`src/rtl/sample_frame_loader.sv`:
```
// sample_frame_loader: groups a valid/ready sample stream into double-buffered frames of 8
module sample_frame_loader #(
    parameter int WIDTH       = 16,
    parameter int FRAME_CNT_W = 8
) (
    input  logic                   Clk,
    input  logic                   Rst,
    input  logic                   in_valid,
    input  logic [WIDTH-1:0]       in_data,
    output logic                   in_ready,
    input  logic                   frame_ack,
    output logic                   frame_valid,
    output logic [WIDTH-1:0]       a,
    output logic [WIDTH-1:0]       b,
    output logic [WIDTH-1:0]       c,
    output logic [WIDTH-1:0]       d,
    output logic [WIDTH-1:0]       e,
    output logic [WIDTH-1:0]       f,
    output logic [WIDTH-1:0]       g,
    output logic [WIDTH-1:0]       h,
    output logic [FRAME_CNT_W-1:0] frame_cnt
);
    typedef enum logic {FILL, WAIT} state_t;

    state_t                 state_q;
    logic [2:0]             idx_q;
    logic [WIDTH-1:0]       fill_q [8];
    logic [WIDTH-1:0]       out_q [8];
    logic                   valid_q;
    logic [FRAME_CNT_W-1:0] cnt_q;

    assign in_ready    = (state_q == FILL) && !Rst;
    assign frame_valid = valid_q;
    assign frame_cnt   = cnt_q;
    assign a = out_q[0];
    assign b = out_q[1];
    assign c = out_q[2];
    assign d = out_q[3];
    assign e = out_q[4];
    assign f = out_q[5];
    assign g = out_q[6];
    assign h = out_q[7];

    // Fill buffer collects samples; a full buffer moves to the output slots when the held frame is released
    always_ff @(posedge Clk) begin
        if (Rst) begin
            state_q <= FILL;
            idx_q   <= 3'd0;
            valid_q <= 1'b0;
            cnt_q   <= '0;
            for (int i = 0; i < 8; i++) begin
                fill_q[i] <= '0;
                out_q[i]  <= '0;
            end
        end else if (state_q == FILL) begin
            if (in_valid && idx_q != 3'd7) begin
                fill_q[idx_q] <= in_data;
                idx_q         <= idx_q + 3'd1;
                if (frame_ack) valid_q <= 1'b0;
            end else if (in_valid && (!valid_q || frame_ack)) begin
                for (int i = 0; i < 7; i++) out_q[i] <= fill_q[i];
                out_q[7] <= in_data;
                valid_q  <= 1'b1;
                cnt_q    <= cnt_q + FRAME_CNT_W'(1);
                idx_q    <= 3'd0;
            end else if (in_valid) begin
                fill_q[7] <= in_data;
                state_q   <= WAIT;
            end else if (frame_ack) begin
                valid_q <= 1'b0;
            end
        end else if (frame_ack) begin
            for (int i = 0; i < 8; i++) out_q[i] <= fill_q[i];
            cnt_q   <= cnt_q + FRAME_CNT_W'(1);
            idx_q   <= 3'd0;
            state_q <= FILL;
        end
    end
endmodule

```
`config.mk`:
```
export PLATFORM = sky130hd
export DESIGN_NAME = sample_frame_loader
export DESIGN_NICKNAME = d
export VERILOG_FILES = /design/src/rtl/sample_frame_loader.sv
export SDC_FILE = /design/constraint.sdc
export NUM_CORES = 1
export LEC_CHECK = 0
export CORE_ASPECT_RATIO = 0.7
export CORE_MARGIN = 5
export CORE_UTILIZATION = 40
export DETAILED_ROUTE_END_ITERATION = 16
export GPL_TIMING_DRIVEN = 0
export PLACE_DENSITY = 0.68
export RECOVER_POWER = 100
export SYNTH_ARGS = -nofsm -noshare
export SYNTH_HDL_FRONTEND = slang
export SYNTH_SLANG_ARGS = --single-unit
```
`constraint.sdc`:
```
create_clock -name Clk -period 5.6 [get_ports Clk]
set_input_delay 0.84 -clock Clk [delete_from_list [all_inputs] [get_ports Clk]]
set_output_delay 0.84 -clock Clk [all_outputs]
set_load 0.01 [all_outputs]
```
==> metrics.yaml <==
netlist-cell-type-count: 42
clockBufferDepth: 3
relSlewSlack_pct: -71.0
synth_edf_count: 256
grtUsageTotal_pct: 15.7
power.density_cell_area_nw_per_um2: 321
drt_iter0_drc: 338
drive_gt1_share_pct: 6.05
fin_crit_ns: 4.33
synth_commonest_cells: "edfxtp_1 (256), and2_1 (209), nand2_1 (39)"
antenna_found_initial: 5
cpPeakStageDelay_ns: 1.95
tightest_slew_ns: 2.54
die_h_um: 145
die_w_um: 203
status: "finished with violations"
place_congestion: 0.771
start_util_pct: 40.6
rrSetupSlack_ns: 1.34
syn2layout_area_growth_pct: 25.9
wl_per_cell_um: 19.3
vias: 5731
end_kind: "register"
fillers: 2167
cap_violations: 6
leakage_uw: 0.00481
critPathCapture: "fill_q[3][4]$_SDFFCE_PN0P_"
syn_inst: 666
postRouteAntennaNets: 0
fin_tns_setup_ns: 0
drc: 0
htreeDepth: 1
cp_slowest_cell: "o21ai_0"
fp.coreArea_sq_um: 25700
synth_async_sr_flop_share_pct: 0
startpoint_type: "input pin"
ys_warn_count: 0
dpl.hpwl_um: 15500
reg2reg_from: "idx_q[1]$_SDFFE_PP0P_"
reg2regPathDepth: 5
crit_family: "compound AO/OA/AOI/OAI gates"
post_cts_buffers: 0
num_rows: 49
synth_most_common_cell: "edfxtp_1"
crit_arrival_ns: 4.42
dpl-instance-area_sq_um: 12600
synth-seq-area-share_pct: 76.2
cp_max_fo: 16
max_freq_mhz: 231
cts_hold_buffers: 0
cts.sinks: 269
numCtsBuffers: 27
design.die.area_sq_um: 29500
cts-root-buf: "clkbuf_16"
cts_resized: 0
grt_max_degree: 28
cts_tree: "done"
clk_latency_ns: 0.52
post-route-period-util_pct: 77.4
path_class: "input pin to register"
gr-total-overflow: 0
peakVddDrop_mv: 0.216
hp-class: "register to register"
reg2reg_to: "fill_q[3][4]$_SDFFCE_PN0P_"
yosysTopAreaCellShare_pct: 73.7
port_buffers: 157
setup_violations: 0
synth.area.top_cells: "edfxtp_1 (74%), and2_1 (13%), dfxtp_1 (2.5%)"
synthFlopType: "edfxtp_1"
grt_setup_unrepaired: "no"
crit_path_cell_trace: "dlygate4sd3_1, nor4b_1, nand2_4, o21ai_0"
fin_nets: 880
path_clk_slew_ns: 0.06
syn-num-nets: 689
final_area_sq_um: 13100
cp.required_ns: 5.68
violations: "capacitance limit, slew limit"
avgSynthCellArea_sq_um: 15.7
wirelength_um: 23300
ios: 158
ys_seq_elements: 269
synth_top_area_cell: "edfxtp_1"
maxSlewViolCount: 121
grt_first_pass_wirelength_um: 35400
path_buf_inv: 1
hold_viol: 0
synthesis.area_sq_um: 10400
clock-skew-final_ns: 0.00747
routed_via_density: 4.74
startpoint: "Rst"
dr.pass1.iters: 5
critical_path_cell_count: 4
grt_pass1_vias: 5840
==> area by class of cell <==
| cell class | instances | area, sq um | share of cell area [%] |
|---|---|---|---|
| sequential | 269 | 7950 | 60.5 |
| multi-input combinational | 365 | 2220 | 16.9 |
| timing repair buffer | 162 | 1610 | 12.3 |
| clock buffer | 35 | 706 | 5.37 |
| tap | 331 | 414 | 3.15 |
| clock inverter | 13 | 115 | 0.876 |
| buffer | 29 | 114 | 0.866 |
| inverter | 3 | 11.3 | 0.0857 |
| antenna | 1 | 2.50 | 0.0190 |
==> power by group <==
group | internal, uW | switching (uW)
Sequential | 2290 | 24.3
Combinational | 80.7 | 131
Clock | 977 | 714
Total | 3340 | 870
==> cells in the final DEF (no fill, tap or decap), types with 7 or more instances in the layout <==
| master | netlist | layout |
|---|---|---|
| clkbuf_16 | 0 | 27 |
| nor2b_1 | 19 | 19 |
| nor2_1 | 11 | 16 |
| clkbuf_1 | 10 | 39 |
| clkdlybuf4s50_1 | 0 | 17 |
| nand2_1 | 39 | 39 |
| edfxtp_1 | 256 | 256 |
| and2_0 | 0 | 135 |
| dfxtp_1 | 13 | 13 |
| dlygate4sd3_1 | 0 | 140 |
| a21oi_1 | 21 | 21 |
| and2_1 | 209 | 74 |
| nor2b_2 | 7 | 7 |
==> worst register-to-register path, delay by kind of cell (launching register included) <==
family                     cells  cell delay, ns
adders and majority gates      2            0.47
and+or+nand+nor                2            1.03
AOI/OAI and AO/OA              1            1.95
DFF                            1            0.37
==> routing by layer <==
metal | track usage [%] | part of all wire, % | up-vias | wire (um)
li1 | - | - | 2713 | -
met1 | 23.3 | 47 | 2760 | 11000
met2 | 23.7 | 43 | 214 | 9990
met3 | 3.81 | 8.0 | 42 | 1870
met4 | 3.24 | 2.2 | 2 | 514
met5 | 0 | 0.051 | - | 12
==> flip-flops by register name (all words and copies together), names as in the netlist <==
signal       cells
state_q          1
out_q          128
frame_valid      1
frame_cnt        8
idx_q            3
fill_q         128
==> per-stage QoR <==
step	hold slack, ns	utilization [%]	worst slack, ns	cells	power, uW
after floorplan	0.497	-	0.418	666	2430
after global placement	0.501	48.4	-1.90	1154	2590
after detailed placement	0.502	49.0	1.70	1159	2600
after CTS	0.514	52.2	1.69	1207	4280
after global routing	0.531	51.2	0.899	1207	4370
final	0.510	51.2	1.27	1208	4210
==> worst min-delay path by stage <==
| stage | start | end | slack, ns | cells after the start |
|---|---|---|---|---|
| final | fill_q[0][14]$_SDFFCE_PN0P_ | out_q[0][14]$_DFFE_PP_ | 0.51 | 1 |
| after global routing | fill_q[0][5]$_SDFFCE_PN0P_ | out_q[0][5]$_DFFE_PP_ | 0.53 | 1 |
| after CTS | fill_q[0][14]$_SDFFCE_PN0P_ | out_q[0][14]$_DFFE_PP_ | 0.51 | 1 |
| after detailed placement | fill_q[1][13]$_SDFFCE_PN0P_ | out_q[0][29]$_SDFFCE_PN0P_ | 0.50 | 1 |
| after global placement | fill_q[3][5]$_SDFFCE_PN0P_ | out_q[0][53]$_SDFFCE_PN0P_ | 0.50 | 1 |
| after floorplan | fill_q[0][0]$_SDFFCE_PN0P_ | out_q[0][0]$_DFFE_PP_ | 0.50 | 1 |
==> cell families (layout without fill, tap and decap cells) <==
logic type | Yosys count | count (layout) | synth area share [%]
and+or+nand+nor | 316 | 316 | 19.0
DFF | 269 | 269 | 76.2
AOI/OAI and AO/OA | 40 | 40 | 2.37
buffers and inverters | 32 | 242 | 1.59
xor gates and xnor gates | 6 | 6 | 0.504
adders and majority gates | 3 | 3 | 0.360
other | 0 | 1 | 0
(Power assumes the default switching activity.)
